## src/rtl/axi4_globals_pkg.sv

```systemverilog
// Shared AXI4 encodings for the slave-side write path: burst, size and response codes
// plus the write responder FSM states.
package axi4_globals_pkg;

   typedef enum logic [1:0] {
      BURST_FIXED    = 2'b00,
      BURST_INCR     = 2'b01,
      BURST_WRAP     = 2'b10,
      BURST_RESERVED = 2'b11
   } awburst_e;

   typedef enum logic [2:0] {
      SIZE_1B   = 3'd0,
      SIZE_2B   = 3'd1,
      SIZE_4B   = 3'd2,
      SIZE_8B   = 3'd3,
      SIZE_16B  = 3'd4,
      SIZE_32B  = 3'd5,
      SIZE_64B  = 3'd6,
      SIZE_128B = 3'd7
   } awsize_e;

   typedef enum logic [1:0] {
      RESP_OKAY   = 2'b00,
      RESP_EXOKAY = 2'b01,
      RESP_SLVERR = 2'b10,
      RESP_DECERR = 2'b11
   } bresp_e;

   typedef enum logic [1:0] {
      W_IDLE,
      W_DATA,
      W_RESP
   } write_responder_state_e;

   // WRAP bursts are only legal with 2, 4, 8 or 16 beats.
   function automatic logic wrap_len_legal(input logic [7:0] len);
      return (len == 8'd1) || (len == 8'd3) || (len == 8'd7) || (len == 8'd15);
   endfunction

endpackage

```

## src/rtl/axi4_slave_aw_fifo.sv

```systemverilog
// Outstanding write-address queue: push lands in the next cycle, head is read combinationally.
// Pushes while full and pops while empty are ignored; full/empty come straight from the pointers.
module axi4_slave_aw_fifo #(
   parameter int WIDTH = 8,
   parameter int DEPTH = 16
) (
   input  logic             clk,
   input  logic             reset,
   input  logic             push,
   input  logic [WIDTH-1:0] push_data,
   input  logic             pop,
   output logic [WIDTH-1:0] pop_data,
   output logic             full,
   output logic             empty
);

   localparam int PW = $clog2(DEPTH);

   logic [WIDTH-1:0] mem [DEPTH];
   logic [PW:0]      wr_ptr;
   logic [PW:0]      rd_ptr;

   // Extra pointer bit separates the full case from the empty case.
   assign full     = (wr_ptr[PW] != rd_ptr[PW]) && (wr_ptr[PW-1:0] == rd_ptr[PW-1:0]);
   assign empty    = (wr_ptr == rd_ptr);
   assign pop_data = mem[rd_ptr[PW-1:0]];

   always_ff @(posedge clk) begin
      if (reset) begin
         wr_ptr <= '0;
         rd_ptr <= '0;
      end else begin
         if (push && !full) begin
            mem[wr_ptr[PW-1:0]] <= push_data;
            wr_ptr              <= wr_ptr + 1'b1;
         end
         if (pop && !empty) begin
            rd_ptr <= rd_ptr + 1'b1;
         end
      end
   end

endmodule

```

## src/rtl/axi4_slave_write_responder.sv

```systemverilog
// AXI4 slave write responder: queues AW, consumes W beats into byte-strobed memory writes
// (one cycle after each beat) and returns one B per burst; awready low only while the AW queue is full.
module axi4_slave_write_responder
   import axi4_globals_pkg::*;
#(
   parameter int                       ADDRESS_WIDTH          = 32,
   parameter int                       DATA_WIDTH             = 64,
   parameter int                       ID_WIDTH               = 4,
   parameter int                       OUTSTANDING_FIFO_DEPTH = 16,
   parameter logic [ADDRESS_WIDTH-1:0] MIN_ADDRESS            = '0,
   parameter logic [ADDRESS_WIDTH-1:0] MAX_ADDRESS            = 'h0000_2FFF
) (
   input  logic                      aclk,
   input  logic                      areset,
   input  logic [ID_WIDTH-1:0]       awid,
   input  logic [ADDRESS_WIDTH-1:0]  awaddr,
   input  logic [7:0]                awlen,
   input  logic [2:0]                awsize,
   input  logic [1:0]                awburst,
   input  logic                      awvalid,
   output logic                      awready,
   input  logic [DATA_WIDTH-1:0]     wdata,
   input  logic [DATA_WIDTH/8-1:0]   wstrb,
   input  logic                      wlast,
   input  logic                      wvalid,
   output logic                      wready,
   output logic [ID_WIDTH-1:0]       bid,
   output logic [1:0]                bresp,
   output logic                      bvalid,
   input  logic                      bready,
   output logic                      mem_we,
   output logic [ADDRESS_WIDTH-1:0]  mem_addr,
   output logic [DATA_WIDTH-1:0]     mem_wdata,
   output logic [DATA_WIDTH/8-1:0]   mem_wstrb
);

   localparam int STRB_WIDTH = DATA_WIDTH / 8;
   localparam int MAX_SIZE   = $clog2(STRB_WIDTH);

   typedef struct packed {
      logic [ID_WIDTH-1:0]      id;
      logic [ADDRESS_WIDTH-1:0] addr;
      logic [7:0]               len;
      awsize_e                  size;
      awburst_e                 burst;
   } aw_entry_t;

   localparam int ENTRY_WIDTH = $bits(aw_entry_t);

   aw_entry_t push_entry;
   aw_entry_t head;
   logic      fifo_full;
   logic      fifo_empty;
   logic      push;
   logic      pop;

   write_responder_state_e state;

   logic [ID_WIDTH-1:0]      cur_id;
   logic [ADDRESS_WIDTH-1:0] cur_addr;
   logic [7:0]               cur_len;
   awsize_e                  cur_size;
   awburst_e                 cur_burst;
   logic [ADDRESS_WIDTH-1:0] wrap_lower;
   logic [ADDRESS_WIDTH-1:0] wrap_end;
   logic                     cur_decerr;
   logic [7:0]               beat_cnt;

   logic [ADDRESS_WIDTH-1:0] head_size;
   logic [ADDRESS_WIDTH-1:0] head_total;
   logic [ADDRESS_WIDTH-1:0] head_lower;
   logic                     head_decerr;

   logic [ADDRESS_WIDTH-1:0] beat_size;
   logic [ADDRESS_WIDTH-1:0] addr_plus;
   logic [ADDRESS_WIDTH-1:0] next_addr;
   logic                     beat_hs;
   logic                     burst_end;

   // awready depends only on the queue state, so a same-cycle pop never reopens a full queue.
   assign awready = !fifo_full && !areset;
   assign push    = awvalid && awready;
   assign pop     = (state == W_IDLE) && !fifo_empty;

   assign push_entry = '{id:    awid,
                         addr:  awaddr,
                         len:   awlen,
                         size:  awsize_e'(awsize),
                         burst: awburst_e'(awburst)};

   axi4_slave_aw_fifo #(
      .WIDTH (ENTRY_WIDTH),
      .DEPTH (OUTSTANDING_FIFO_DEPTH)
   ) u_aw_fifo (
      .clk       (aclk),
      .reset     (areset),
      .push      (push),
      .push_data (push_entry),
      .pop       (pop),
      .pop_data  (head),
      .full      (fifo_full),
      .empty     (fifo_empty)
   );

   // Decode of the queue head, captured when it is popped.
   assign head_size  = ADDRESS_WIDTH'(1) << head.size;
   assign head_total = head_size * (ADDRESS_WIDTH'(head.len) + ADDRESS_WIDTH'(1));
   assign head_lower = head.addr & ~(head_total - ADDRESS_WIDTH'(1));

   always_comb begin
      head_decerr = 1'b0;
      // Single unsigned range test covers both the low and high decode limits.
      if ((head.addr - MIN_ADDRESS) > (MAX_ADDRESS - MIN_ADDRESS)) begin
         head_decerr = 1'b1;
      end
      if (head.burst == BURST_RESERVED) begin
         head_decerr = 1'b1;
      end
      if (int'(head.size) > MAX_SIZE) begin
         head_decerr = 1'b1;
      end
      if ((head.burst == BURST_WRAP) && !wrap_len_legal(head.len)) begin
         head_decerr = 1'b1;
      end
   end

   assign beat_size = ADDRESS_WIDTH'(1) << cur_size;
   assign addr_plus = cur_addr + beat_size;

   always_comb begin
      next_addr = cur_addr;
      case (cur_burst)
         BURST_INCR: next_addr = (cur_addr & ~(beat_size - ADDRESS_WIDTH'(1))) + beat_size;
         BURST_WRAP: next_addr = (addr_plus == wrap_end) ? wrap_lower : addr_plus;
         default:    next_addr = cur_addr;
      endcase
   end

   assign beat_hs   = wvalid && wready;
   assign burst_end = wlast || (beat_cnt == cur_len);

   always_ff @(posedge aclk) begin
      if (areset) begin
         state      <= W_IDLE;
         wready     <= 1'b0;
         bvalid     <= 1'b0;
         bid        <= '0;
         bresp      <= '0;
         mem_we     <= 1'b0;
         mem_addr   <= '0;
         mem_wdata  <= '0;
         mem_wstrb  <= '0;
         cur_id     <= '0;
         cur_addr   <= '0;
         cur_len    <= '0;
         cur_size   <= SIZE_1B;
         cur_burst  <= BURST_FIXED;
         wrap_lower <= '0;
         wrap_end   <= '0;
         cur_decerr <= 1'b0;
         beat_cnt   <= '0;
      end else begin
         mem_we <= 1'b0;
         case (state)
            W_IDLE: begin
               if (!fifo_empty) begin
                  cur_id     <= head.id;
                  cur_addr   <= head.addr;
                  cur_len    <= head.len;
                  cur_size   <= head.size;
                  cur_burst  <= head.burst;
                  wrap_lower <= head_lower;
                  wrap_end   <= head_lower + head_total;
                  cur_decerr <= head_decerr;
                  beat_cnt   <= '0;
                  wready     <= 1'b1;
                  state      <= W_DATA;
               end
            end
            W_DATA: begin
               if (beat_hs) begin
                  // Decode-error bursts still drain their beats but never touch memory.
                  mem_we    <= !cur_decerr;
                  mem_addr  <= cur_addr;
                  mem_wdata <= wdata;
                  mem_wstrb <= wstrb;
                  cur_addr  <= next_addr;
                  beat_cnt  <= beat_cnt + 8'd1;
                  if (burst_end) begin
                     wready <= 1'b0;
                     bvalid <= 1'b1;
                     bid    <= cur_id;
                     if (cur_decerr) begin
                        bresp <= RESP_DECERR;
                     end else if (wlast && (beat_cnt == cur_len)) begin
                        bresp <= RESP_OKAY;
                     end else begin
                        bresp <= RESP_SLVERR;
                     end
                     state <= W_RESP;
                  end
               end
            end
            W_RESP: begin
               if (bready) begin
                  bvalid <= 1'b0;
                  state  <= W_IDLE;
               end
            end
            default: state <= W_IDLE;
         endcase
      end
   end

endmodule

```

## config.mk

```make
export PLATFORM = sky130hd
export DESIGN_NAME = axi4_slave_write_responder
export DESIGN_NICKNAME = d
export VERILOG_FILES = /design/src/rtl/axi4_globals_pkg.sv /design/src/rtl/axi4_slave_aw_fifo.sv /design/src/rtl/axi4_slave_write_responder.sv
export SDC_FILE = /design/constraint.sdc
export NUM_CORES = 1
export LEC_CHECK = 0
export CAP_MARGIN = 15
export CORE_UTILIZATION = 50
export DETAILED_ROUTE_END_ITERATION = 10
export PLACE_DENSITY = 0.68
export SYNTH_ARGS = -nofsm -noshare
export SYNTH_HDL_FRONTEND = slang
export SYNTH_HIERARCHICAL = 1
export SYNTH_SLANG_ARGS = --single-unit
```

## constraint.sdc

```tcl
create_clock -name aclk -period 9.4 [get_ports aclk]
set_clock_uncertainty 0.15 [all_clocks]
set_input_delay 0.94 -clock aclk [delete_from_list [all_inputs] [get_ports aclk]]
set_output_delay 0.94 -clock aclk [all_outputs]
set_load 0.05 [all_outputs]
```

---- Word-level counts from Yosys, hierarchy flattened ----
Memory sizes are Yosys's and may differ from the RTL's. A register that Yosys moved wholly into a read port is not among the register bits.
Cells that the tools add are included.
operators by class
  add/sub/neg operators ................... 9
  multiply operators ...................... 1
  magnitude comparators ................... 2
  equal/unequal tests ..................... 20
  shift-type cells ........................ 2
  mux-type cells .......................... 32
  bitwise gates (word level) .............. 7
  reductions and logical operators ........ 30
operators by type and width
  cell                   count
  $pmux 32 s2            2
  $add 32x32->32         3
  $mux 32                3
  $and 32x32->32         2
  $not 32->32            2
  $shl 1x3->32 const A   2
  $sub 32x1->32 const B  2
  $eq 32x32->1           1
  $gt 32x14->1 const B   1
  $mul 32x9->32          1
  $mux 8                 2
  $pmux 8 s2             1
  $reduce_and 4->1       4
  $mux 1                 13
  $mux 2                 6
  $add 5x1->5 const B    2
  $add 8x1->9 const B    1
  $logic_and 1x1->1      9
  $add 8x1->8 const B    1
  $eq 2x2->1 const B     4
  $eq 8x1->1 const B     1
  $eq 8x2->1 const B     1
  $eq 8x3->1 const B     1
  $eq 8x4->1 const B     1
  19 further kinds       37
word-level totals
  flip-flop bits (word level) ............. 247
  memory bits (writable) .................. 784
  input port bits ......................... 127
  output and inout bits ................... 114
  logic and storage cells ................. 124
  memories ................................ 1
memory list
  name           depth  bits a word  read ports  clocked after Yosys merged registers in  write ports  line                      source
  u_aw_fifo.mem  16     49           1           1                                        1            axi4_slave_aw_fifo.sv:19  logic [WIDTH-1:0] mem [DEPTH];

---- Logic depth before layout (Yosys ltp) ----
Gate-level depths: netlist of run 1.
  word-level depth ........................ 9
  gate-level depth with buffers ........... 39
  gate-level depth less buffers ........... 35

---- By module ----
Netlist of run 1, hierarchy kept.
modules (own cells, without submodules)
  module                      times used  cells each  area an instance (um^2)  sequential area each (um^2)
  axi4_slave_aw_fifo          1           1191        30310.3                  23822.8
  axi4_slave_write_responder  1           2217        16599.7                  4744.6

---- Worst setup path before layout of run 1 ----
OpenSTA, ideal clock, no wires.
  kind .................................... register to register
  start point ............................. register with a tool-made name
  end point ............................... register wrap_end[26]
  library setup time ...................... 0.123 ns
  arrival time ............................ 8.859 ns
  data required time ...................... 9.127 ns
  slack ................................... 0.267 ns
  stages on the path, launching flop included .. 36
  path buffers ............................ 5
  clock period less this slack ............ 9.133 ns
  cells stage by stage .................... dfxtp_1 > clkbuf_1 > buf_2 > clkbuf_1 > mux4_2 > mux4_2 > clkbuf_1 > or3b_2 > clkbuf_1 > or2_2 > fa_1 > fa_1 > inv_1 > fa_1 > inv_1 > fa_1 > inv_1 > ha_1 > o21ai_0 > or2_1 > a221o_1 > nor3_4 > xnor2_1 > and2_1 > ha_1 > nand3_1 > o32a_1 > o21ai_0 > a21oi_1 > a221o_1 > a21oi_1 > o21ba_2 > o21ai_1 > a211o_1 > a21oi_1 > mux2_1
RTL lines
  what                  line                               source
  to (signal assigned)  axi4_slave_write_responder.sv:173  wrap_end <= head_lower + head_total;
  to (decl)             axi4_slave_write_responder.sv:65   logic [ADDRESS_WIDTH-1:0] wrap_end;

==> run summary, run 1 <==
Area after DPL: 50600 µm²
Final GP Congestion: 0.882
Fmax: 111 MHz
Number of global-route vias before repair: 28600
Metal2 WL: 55.9 mm
DIE AREA: 95000 µm²
TNS Setup: 0 ns
Met3 Wirelength: 8.23 mm
Worst reg-to-reg path cell count: 35
CP Max Fanout: 9
Number of synthesized flops with an enable pin: 784
CP peak stage delay: 0.54 ns
Die Width: 308 µm
Initial antenna violation count: 10
Outcome: complete, no violations
Detailed Route WL: 116 mm
First DRT Iteration DRCs: 2771
Setup slack at placement: 0.0627 ns
Final cycle utilization of the critical path: 95.4%
Most used cell, CP: fa_1
IO Port Bufs: 240
CTS buffer count: 105
Final setup margin: 0.429 ns
Ys flop type: edfxtp_1
Total Power: 0.0108 W
H-Tree Depth: 3
Async SR Flop Fraction: 0%
Fraction of layout cells with a size suffix above 1: 15.5%
Vias post-DR: 29300
Final setup fails: 0
Startpoint Class: flop
First-pass GRT wire length: 176 mm
Setup crit end kind: flop
Slew Viols, Final: 0
Slowest cell on crit path: mux4_2
Core ar.: 92400 µm²
Critical path data arrival time: 9.40 ns
Worst Hold Class: reg -> reg
Largest net degree at the start of global routing: 99
Mapped Avg Cell Area: 13.8 µm²
Clock root buffer: clkbuf_16
Layout area overhead: 15.5%
Syn Inst Count: 3408
Syn nets: 3644
Fin util: 58.7%
Detailed Place HPWL: 70.6 mm
Endpoints failing hold: 0
Global route overflow: 0
Met1 wire length: 48.8 mm
Clock Sinks: 1035
CTS Buffer Depth: 3
Nets: 3869
Yosys warns: 6
Maximum VDD drop: 0.165 mV
I/O Pins: 241
Uppermost layer routed: met5
CTS clock-pin slew for the worst setup and hold paths: 0.06 ns
Max cap viols: 0
Post-route cell area: 54200 µm²
Final worst path period need: 8.97 ns
Power density cells: 200 nW/µm²
Leakage: 17.6 nW
Flops & latches, synth: 1035
Worst Tran Pin Value: 1.18 ns
Worst skew pair latency: 0.70 ns
Initial core utilization: 50.8%
Worst Hold Depth: 2
Die H: 308 µm
GRT Util Overall: 24.5%
Avg Vias per Cell: 5.89
Yosys cell types: 101
Post-synthesis sequential area ratio: 60.9%
Hold_buf cts: 0
Critical path type: reg -> reg
Slew HR: 21.3%
Fill count: 7219
CTS tree: done
ANT nets after route: 0
1st-pass router iterations: 6
DRC viols: 0
Row count: 111
Avg WL per Cell: 23.4 µm
Synth Cell Area: 46900 µm²
Critical Path RT: 9.82 ns
## power by group
part	internal, W	switching, W	total (W)
Clock	0.00233	0.00176	0.00409
Sequential	0.00502	0.000145	0.00516
Combinational	0.000647	0.000924	0.00157
## placed cells by master, fill, tap and decap left out, types with 15 or more instances in the layout
cell	netlist	layout
and3_1	20	19
nor2b_1	19	18
mux2_2	15	15
xnor2_1	79	78
nand3_1	67	66
or2_2	19	19
nand4_1	33	33
a211oi_1	40	40
clkbuf_1	140	31
edfxtp_1	784	784
mux4_2	239	239
dfxtp_1	251	247
ha_1	65	62
buf_4	3	75
nor4_1	36	28
nor2_1	228	228
o21ai_0	69	68
xor2_1	58	58
clkinv_1	1	16
or3_1	20	19
fa_1	44	44
clkbuf_16	0	105
inv_1	96	96
mux2i_1	29	29
nor3_1	73	65
nand2_1	403	403
nand2b_1	23	22
clkinv_2	0	19
clkdlybuf4s50_1	0	239
a21oi_1	253	251
## cell families (layout without fill, tap and decap cells)
| group | after synthesis | count (layout) | synth area share (%) |
|---|---|---|---|
| other cells | 0 | 5 | 0 |
| flops | 1035 | 1035 | 60.9 |
| fa+ha+maj | 110 | 110 | 3.63 |
| mux | 290 | 290 | 12.8 |
| compound gates | 516 | 516 | 6.76 |
| xor+xnor | 148 | 148 | 3.05 |
| simple gates | 1008 | 1008 | 10.0 |
| buf+inv | 301 | 617 | 2.82 |
## metal layers
layer / track usage [%] / vias to the layer above
met2: 39.7 / 1035
met5: 0 / -
met1: 34.1 / 14700
li1: - / 13300
met4: 7.99 / 12
met3: 3.70 / 217
## per-stage QoR
step | hold slack, ns | instances
after floorplan | 0.278 | 3408
after global placement | 0.288 | 4757
after detailed placement | 0.295 | 4757
after CTS | 0.304 | 4955
after global routing | 0.318 | 4970
final | 0.300 | 4972
## Yosys cell counts, drive strengths merged (6+ instances only)
cell type	n	share of area [%]
edfxtp	784	50
nand2	403	3.2
a21oi	253	2.7
dfxtp	251	11
mux4	245	12
nor2	229	1.8
clkbuf	141	1.1
inv	98	0.78
xnor2	81	1.5
o21ai	77	0.82
nor3	76	0.87
nand3	68	0.75
ha	65	1.7
buf	61	0.89
xor2	59	1.1
fa	44	1.9
a211oi	41	0.67
nor4	40	0.59
nand4	35	0.49
mux2i	29	0.62
nand2b	23	0.31
or2	23	0.31
and3	20	0.27
or3	20	0.27
nor2b	19	0.25
mux2	16	0.38
and2	15	0.20
a31oi	14	0.22
a21o	11	0.18
nor3b	11	0.18
o211ai	11	0.18
o31ai	11	0.18
o22ai	9	0.12
or4	8	0.14
a211o	7	0.13
a21boi	7	0.11
a221oi	7	0.13
a311oi	7	0.13
o21a	7	0.11
xnor3	6	0.29
## state kept, by name, summed over array words and instances (netlist names), 32 cells and up, named ones only
register	cells
u_aw_fifo/mem	784
wrap_lower	32
mem_wdata	64
cur_addr	32
wrap_end	32
mem_addr	32
## critical path, delay by kind of cell, from the launching register on
| family | cells | cell delay (ns) |
|---|---|---|
| mux | 3 | 1.38 |
| buf+inv | 5 | 0.44 |
| fa+ha+maj | 6 | 2.57 |
| xor+xnor | 2 | 0.21 |
| flops | 1 | 0.42 |
| simple gates | 8 | 1.41 |
| compound gates | 11 | 2.33 |
## repair_timing
| action | CTS | global route |
|---|---|---|
| endpoints found under the setup margin | 0 | 17 |
| buffers inserted | 0 | 12 |
| resized for setup | 0 | 13 |
## area by class of cell
cell class	instances	area (µm²)	area share, %
antenna	5	12.5	0.0231
clock inverter	51	529	0.976
multi-input combinational	2072	17200	31.7
timing repair buffer	320	3060	5.64
sequential	1035	28600	52.7
clock buffer	147	2900	5.34
inverter	99	373	0.688
tap	1243	1560	2.87
## final timing paths
kind | from | endpoint | slack [ns]
worst min register to register | wrap_lower[6] | wrap_lower[6] | 0.30
worst min-delay path | wrap_lower[6] | wrap_lower[6] | 0.30
worst max-delay path | flop | wrap_end[26] | 0.43
worst max register to register | flop | wrap_end[26] | 0.43
No activity file was read; power rests on OpenSTA's default activity.
==> run 2, diff against run 1 <==
--- a/config.mk
+++ b/config.mk
@@ -5,10 +5,11 @@
 export SDC_FILE = /design/constraint.sdc
 export NUM_CORES = 1
 export LEC_CHECK = 0
-export CAP_MARGIN = 15
+export CAP_MARGIN = 25
 export CORE_UTILIZATION = 50
 export DETAILED_ROUTE_END_ITERATION = 10
 export PLACE_DENSITY = 0.68
+export SKIP_LAST_GASP = 1
 export SYNTH_ARGS = -nofsm -noshare
 export SYNTH_HDL_FRONTEND = slang
 export SYNTH_HIERARCHICAL = 1
==> run 2 against run 1 <==
Effect of this change:
- sequential power hardly changed
- clock-buffer cell count stayed put
- core utilization hardly changed
- routed wire length is 0.13% lower
- cell count hardly changed
- design area hardly changed
- non-clock buffer count is 2 higher
- first-iteration DRC count is 1.7% lower
- via count hardly changed
- maximum frequency hardly changed
- critical path type unchanged
- highest routed layer unchanged
==> run summary, run 2 (synthesis gave the netlist of run 1 again) <==
Slew HR: 21.3% (about the same)
Worst Tran Pin Value: 1.18 ns (about the same)
TNS Setup: 0 ns (unchanged)
Initial antenna violation count: 10 (unchanged)
H-Tree Depth: 3 (unchanged)
Avg WL per Cell: 23.3 µm (was 23.4 µm)
Number of global-route vias before repair: 28600 (unchanged)
Nets: 3871 (was 3869)
Slew Viols, Final: 0 (unchanged)
Maximum VDD drop: 0.166 mV (was 0.165 mV)
Setup crit end kind: flop (unchanged)
Hold path start: wrap_lower[6] (unchanged)
Outcome: complete, no violations (unchanged)
Final setup fails: 0 (unchanged)
Endpoints failing hold: 0 (unchanged)
Worst reg-to-reg path cell count: 35 (unchanged)
Max cap viols: 0 (unchanged)
Fill count: 7214 (was 7219)
Most used cell, CP: fa_1 (unchanged)
Hold_buf cts: 0 (unchanged)
ANT nets after route: 0 (unchanged)
Fin util: 58.7% (about the same)
Sw power: 0.00284 W (was 0.00283 W)
Most common cell after layout, fill and taps aside: edfxtp_1 (unchanged)
Slowest cell on crit path: mux4_2 (unchanged)
Hold EP: wrap_lower[6] (unchanged)
Internal cell power: 0.00800 W (was 0.00799 W)
1st-pass router iterations: 7 (was 6)
DIE AREA: 95000 µm² (unchanged)
CP bufs+invs: 5 (unchanged)
First DRT Iteration DRCs: 2725 (was 2771)
Met1 wire length: 49.0 mm (was 48.8 mm)
Detailed Route WL: 116 mm (about the same)
Startpoint Class: flop (unchanged)
Metal2 WL: 55.7 mm (was 55.9 mm)
Die Width: 308 µm (unchanged)
CTS Buffer Depth: 3 (unchanged)
Reg2reg end: wrap_end[26] (unchanged)
IO Port Bufs: 240 (unchanged)
Initial core utilization: 50.8% (unchanged)
Seq pwr share: 47.6% (was 47.7%)
Worst skew pair latency: 0.71 ns (was 0.70 ns)
Critical Path RT: 9.83 ns (was 9.82 ns)
Final GP Congestion: 0.882 (unchanged)
DRC viols: 0 (unchanged)
Power density cells: 200 nW/µm² (about the same)
Post-route cell area: 54200 µm² (about the same)
Most frequent cells in the layout: edfxtp_1, nand2_1, a21oi_1 (unchanged)
Vias post-DR: 29300 (about the same)
Largest net degree at the start of global routing: 99 (unchanged)
Max reg flops: 784 (unchanged)
Worst Hold Class: reg -> reg (unchanged)
CTS clock-pin slew for the worst setup and hold paths: 0.06 ns (about the same)
Final worst path period need: 8.96 ns (was 8.97 ns)
Crit path max-delay family: adder cells (unchanged)
First-pass GRT wire length: 176 mm (unchanged)
CP peak stage delay: 0.54 ns (about the same)
Core ar.: 92400 µm² (unchanged)
CTS tree: done (unchanged)
Critical path type: reg -> reg (unchanged)
Fraction of layout cells with a size suffix above 1: 15.5% (about the same)
Final cycle utilization of the critical path: 95.4% (about the same)
Clock Sinks: 1035 (unchanged)
Met3 Wirelength: 8.16 mm (was 8.23 mm)
Critical path data arrival time: 9.39 ns (was 9.40 ns)
Clock root buffer: clkbuf_16 (unchanged)
Avg Vias per Cell: 5.88 (was 5.89)
GRT Util Overall: 24.5% (unchanged)
Comb pwr share: 14.5% (about the same)
Clock share of power: 37.8% (about the same)
Worst R2R Setup Slack: 0.44 ns (was 0.43 ns)
Switching share of power: 26.2% (was 26.1%)
Leakage: 17.6 nW (about the same)
Row count: 111 (unchanged)
Worst Hold Depth: 2 (unchanged)
Die H: 308 µm (unchanged)
Fmax: 112 MHz (was 111 MHz)
Total Power: 0.0108 W (about the same)
Layout area overhead: 15.6% (was 15.5%)
Uppermost layer routed: met5 (unchanged)
CTS buffer count: 105 (unchanged)
Detailed Place HPWL: 70.6 mm (unchanged)
I/O Pins: 241 (unchanged)
Global route overflow: 0 (unchanged)
Area after DPL: 50600 µm² (unchanged)
CP Max Fanout: 10 (was 9)
-- run 2: cell type report --
cell class | count | area (µm²) | area share, %
repair buffers | 322 | 3090 | 5.70
clock inverters | 51 | 529 | 0.976
clock buffers | 147 | 2900 | 5.34
multi-input cells | 2072 | 17200 | 31.7
diodes | 5 | 12.5 | 0.0231
flip-flops and latches | 1035 | 28600 | 52.7
well taps | 1243 | 1560 | 2.87
inverters | 99 | 373 | 0.688
-- run 2: how the worst max path moves through the flow --
stage          startpoint            to  slack, ns  cells after the start
2_1_floorplan        flop  wrap_end[26]       0.27                     35
3_3_place_gp         flop  wrap_end[20]       0.22                     31
3_5_place_dp         flop  wrap_end[20]       0.06                     31
4_1_cts              flop  wrap_end[20]       0.04                     31
5_1_grt              flop  wrap_end[26]      -0.01                     35
6_report             flop  wrap_end[26]       0.44                     35
-- run 2: worst reg2reg max path, delay by kind of cell (launching register included) --
| kind | cells | cell delay (ns) |
|---|---|---|
| buf+inv | 5 | 0.43 |
| compound gates | 11 | 2.32 |
| mux | 3 | 1.38 |
| xor+xnor | 2 | 0.21 |
| flops | 1 | 0.42 |
| fa+ha+maj | 6 | 2.57 |
| simple gates | 8 | 1.40 |
-- run 2: routing by layer --
layer  global-route usage, %  up-vias
li1                        -    13300
met1                    34.1    14600
met2                    39.7     1072
met3                    3.70      207
met4                    7.99       12
met5                       0        -
-- run 2: through the flow --
stage	cells	setup slack, ns	hold WS, ns
2_1_floorplan	3408	0.267	0.278
3_3_place_gp	4757	0.224	0.288
3_5_place_dp	4757	0.0627	0.295
4_1_cts	4955	0.0428	0.304
5_1_grt	4972	-0.0140	0.318
6_report	4974	0.436	0.300
-- run 2: what timing repair did --
item,4_1_cts,5_1_grt
setup buffers,0,13
resized for setup,0,11
setup endpoints to repair,0,15
hold endpoints to repair,0,0
-- run 2: power by group through the flow --
stage,clock network (W),logic (W),registers [W]
floorplan,0,0.00116,0.00519
global placement,0,0.00152,0.00525
detailed placement,0,0.00154,0.00526
CTS,0.00417,0.00155,0.00516
global route,0.00435,0.00172,0.00518
finish,0.00410,0.00158,0.00516
